===== config.mk =====
export PLATFORM = sky130hd
export DESIGN_NAME = demux_1t2_64_buf
export DESIGN_NICKNAME = d
export VERILOG_FILES = /design/src/rtl/demux_1t2_64_buf.sv
export SDC_FILE = /design/constraint.sdc
export NUM_CORES = 1
export LEC_CHECK = 0
export CAP_MARGIN = 20
export CORE_ASPECT_RATIO = 1.1
export CORE_MARGIN = 10
export CORE_UTILIZATION = 35
export CTS_BUF_LIST = sky130_fd_sc_hd__clkbuf_16
export CTS_CLUSTER_SIZE = 40
export DETAILED_ROUTE_END_ITERATION = 16
export MAX_ROUTING_LAYER = met4
export PLACE_DENSITY_LB_ADDON = 0.15
export REMOVE_ABC_BUFFERS = 1
export SYNTH_ARGS = -nofsm -noshare
export SYNTH_HDL_FRONTEND = slang
export SYNTH_SLANG_ARGS = --single-unit
export TNS_END_PERCENT = 10

===== constraint.sdc =====
create_clock -name clk -period 7.7 [get_ports clk]
set_clock_uncertainty 0.1 [all_clocks]
set_input_delay 1.54 -clock clk [delete_from_list [all_inputs] [get_ports clk]]
set_output_delay 1.54 -clock clk [all_outputs]
set_load 0.02 [all_outputs]

===== src/rtl/demux_1t2_64_buf.sv =====
// demux_1t2_64_buf: routes a 64-bit input stream to one of two output ports.
// Each port has its own 2-entry FIFO with a registered head word and a
// free-running count of accepted words. sel=1 selects port A, sel=0 port B.
module demux_1t2_64_buf #(
  parameter int CNT_W = 16
) (
  input  logic             clk,
  input  logic             rst,
  input  logic             sel,
  input  logic [63:0]      din,
  input  logic             in_valid,
  output logic             in_ready,
  output logic [63:0]      a_data,
  output logic             a_valid,
  input  logic             a_ready,
  output logic [63:0]      b_data,
  output logic             b_valid,
  input  logic             b_ready,
  output logic [CNT_W-1:0] a_cnt,
  output logic [CNT_W-1:0] b_cnt
);

  // Index 0 is port A, index 1 is port B.
  logic [1:0]       occ  [2];
  logic [63:0]      head [2];
  logic [63:0]      tail [2];
  logic [CNT_W-1:0] cnt  [2];
  logic [1:0]       room;
  logic [1:0]       push;
  logic [1:0]       pop;

  // Acceptance depends only on the select and occupancy, never on consumer ready.
  always_comb begin
    room[0]  = (occ[0] != 2'd2);
    room[1]  = (occ[1] != 2'd2);
    in_ready = sel ? room[0] : room[1];
    push[0]  = in_valid &&  sel && room[0];
    push[1]  = in_valid && !sel && room[1];
    pop[0]   = (occ[0] != 2'd0) && a_ready;
    pop[1]   = (occ[1] != 2'd0) && b_ready;
  end

  // Per-port FIFO update; the second entry is never visible, so it is not reset.
  always_ff @(posedge clk) begin
    if (rst) begin
      for (int unsigned i = 0; i < 2; i++) begin
        occ[i]  <= '0;
        head[i] <= '0;
        cnt[i]  <= '0;
      end
    end else begin
      for (int unsigned i = 0; i < 2; i++) begin
        if (push[i]) begin
          cnt[i] <= cnt[i] + CNT_W'(1);
        end
        case ({push[i], pop[i]})
          2'b10: begin
            if (occ[i] == 2'd0) begin
              head[i] <= din;
            end else begin
              tail[i] <= din;
            end
            occ[i] <= occ[i] + 2'd1;
          end
          2'b01: begin
            if (occ[i] == 2'd2) begin
              head[i] <= tail[i];
            end
            occ[i] <= occ[i] - 2'd1;
          end
          // Push and pop together only happen at occupancy 1: new word replaces head.
          2'b11: begin
            head[i] <= din;
          end
          default: begin
          end
        endcase
      end
    end
  end

  assign a_data  = head[0];
  assign b_data  = head[1];
  assign a_valid = (occ[0] != 2'd0);
  assign b_valid = (occ[1] != 2'd0);
  assign a_cnt   = cnt[0];
  assign b_cnt   = cnt[1];

endmodule


==> metrics.yaml <==
ant_nets: 0
die_h_um: 214
finalSetupViolations: 0
register_area_um2: 8770
rsz0062_at_grt: "false"
cap_violations: 0
holdBufCountCts: 0
slew_viol_final: 0
min_path_type: "reg2reg"
power.density_nw_per_um2: 285
wl_um: 32400
num_rows: 70
drc: 0
vias: 7692
place.gp.congestion: 0.783
async_flop_share: 0
critical-path-slowest-cell: "clkdlybuf4s50_1"
ys_ff_latch: 292
grt_max_degree: 65
routedWlPerCell_um: 20.6
post_synth.cell_area_avg_um2: 13.4
synth-simple-area-share: 0.128
numCtsBuffers: 34
whs_path_depth: 2
layout_common_cells: "292 x edfxtp_1, 268 x nand2_1, 232 x clkdlybuf4s50_1"
synth_top_family_by_area: "simple AND/OR/NAND/NOR gates"
dr.max_layer_used: "met4"
ys.warnings.count: 0
io_pins: 233
first_pass_iters: 5
period_share: 0.630
mostFrequentLayoutCell: "edfxtp_1"
whs_ns: 0.414
ys_seq_area_frac: 0.734
critPathMaxFanout: 9
coreArea_um2: 33500
clockRootBuffer: "clkbuf_16"
vdd_ir_drop_max_mv: 0.155
relSlewSlack: 0.276
numPortBuffers: 232
met1_length_um: 14400
cts_tree: "yes"
grt_pass1_vias: 7853
drive_gt1_frac: 0.114
critPathCaptureType: "output port"
syn-cell-area_um2: 12000
r2r-start: "occ[1][0]"
synth-xor-area-share: 0.0183
crit_path_max_incr_delay_ns: 0.64
dp_hpwl_um: 19700
reg2reg_depth: 7
worst_skew_pair.late_latency_ns: 0.52
grt_use_total: 0.155
fmax_ghz: 0.206
cts_setup_buffers: 0
antenna_found_initial: 3
status: "finished clean"
leakage_nw: 5.59
area_delta_synth_final_pct: 31.4
hold_violations: 0
max_slew.worst_pin.slew_ns: 1.09
drt_iter0_markers: 447
synth_fa_ha_area_frac: 0.00419
muxShareOfSynthArea: 0
crit_chain: "clkdlybuf4s50_1 > and3_1 > nor2_1 > clkdlybuf4s50_1"
ctsHtreeMaxLevel: 2
multiInputGateArea_um2: 2910
vias_per_cell: 4.88
die_area_um2: 42000
cp.arrival_ns: 3.21
cpLargestDelayFamily: "buffers and inverters"
clockBufferDepth: 3
die_x_um: 196
cts_resized: 0
hold_start: "tail[0][127]"
path_clk_slew_ns: 0.06
worstSetupPathType: "in2out"
r2r-end: "tail[0][65]"
met2_wirelength_um: 15300
finalSetupTns_ns: 0
cp-start-kind: "primary input"
postSynthCellCount: 891
hold_path_end: "head[1][63]"
cts_sinks: 292
grt_pass1_wl_um: 49200
synth_compound_area_frac: 0.0885
finalCriticalPeriod_ns: 4.85
nNetsFinal: 1195
cp_common_cell: "clkdlybuf4s50_1"
grt_overflow: 0
crit_buf_inv: 2
rrSetupSlack_ns: 4.76
start_util: 0.357
required_ns: 6.06
nFillCells: 2977
synth_ff_type: "edfxtp_1"
synth-edff-count: 292
dr_wl_met3_um: 2080
cp.depth: 4
synth_cell_types: 44
==> worst max-delay path by stage <==
stage	end	slack (ns)	start
2_1_floorplan	tail[0][100]	0.27	sel
3_3_place_gp	in_ready	2.90	sel
3_5_place_dp	in_ready	2.88	sel
4_1_cts	in_ready	2.88	sel
5_1_grt	in_ready	2.79	sel
6_report	in_ready	2.85	sel
==> synth_stat cells (all sizes together), types with 5 or more instances <==
cell type / count / area (um^2)
and3: 5 / 31.3
buf: 12 / 171
edfxtp: 292 / 8770
nand4: 8 / 50.1
nand2: 268 / 1010
nand3: 10 / 50.1
o21ai: 70 / 576
inv: 6 / 22.5
nor2: 30 / 113
clkbuf: 37 / 139
nand2b: 7 / 43.8
a21oi: 75 / 379
xor2: 18 / 158
xnor2: 7 / 61.3
==> metrics by stage <==
stage	power (mW)	instances	setup slack, ns	cell area [um^2]	util
floorplan	2.53	842	0.271	11600	-
global placement	3.03	1516	2.90	14700	0.438
detailed placement	3.03	1516	2.88	14700	0.438
CTS	4.54	1572	2.88	15700	0.468
global route	4.67	1576	2.79	15700	0.469
finish	4.48	1576	2.85	15700	0.469
==> logic make-up after synthesis <==
| kind of cell | Yosys count |
|---|---|
| AOI/OAI and AO/OA | 155 |
| buffers and inverters | 55 |
| adders and majority gates | 4 |
| xor gates and xnor gates | 25 |
| DFF | 292 |
| and+or+nand+nor | 360 |
==> power breakdown <==
group / switching [mW] / leakage (nW) / internal [mW] / total [mW]
Clock: 0.628 / 0.524 / 0.869 / 1.50
Sequential: 0.0873 / 2.88 / 1.97 / 2.06
Combinational: 0.542 / 2.18 / 0.375 / 0.917
Total: 1.26 / 5.59 / 3.22 / 4.48
==> state kept, by name, summed over array words and instances (netlist names) <==
register / flops
head: 128
tail: 128
cnt: 32
occ: 4
==> routing by layer <==
| layer | GRT usage | up-vias |
|---|---|---|
| met2 | 0.237 | 235 |
| met1 | 0.200 | 3740 |
| met3 | 0.0409 | 46 |
| met5 | - | - |
| met4 | 0.0406 | 0 |
| li1 | - | 3671 |
==> tightest hold or removal path: cells and delay by family (launching register included) <==
kind | cells | cell delay (ns)
flip-flops | 1 | 0.31
AO/OA/AOI/OAI | 1 | 0.06
AND/OR/NAND/NOR | 1 | 0.04
==> area by class of cell <==
type | instances | area share
Sequential cell | 292 | 0.558
Multi-Input combinational cell | 544 | 0.185
Timing Repair Buffer | 243 | 0.155
Clock buffer | 34 | 0.0542
Tap cell | 432 | 0.0344
Clock inverter | 22 | 0.0107
Inverter | 6 | 0.00143
Antenna cell | 3 | 0.000478
No activity file was read; power rests on OpenSTA's default activity.
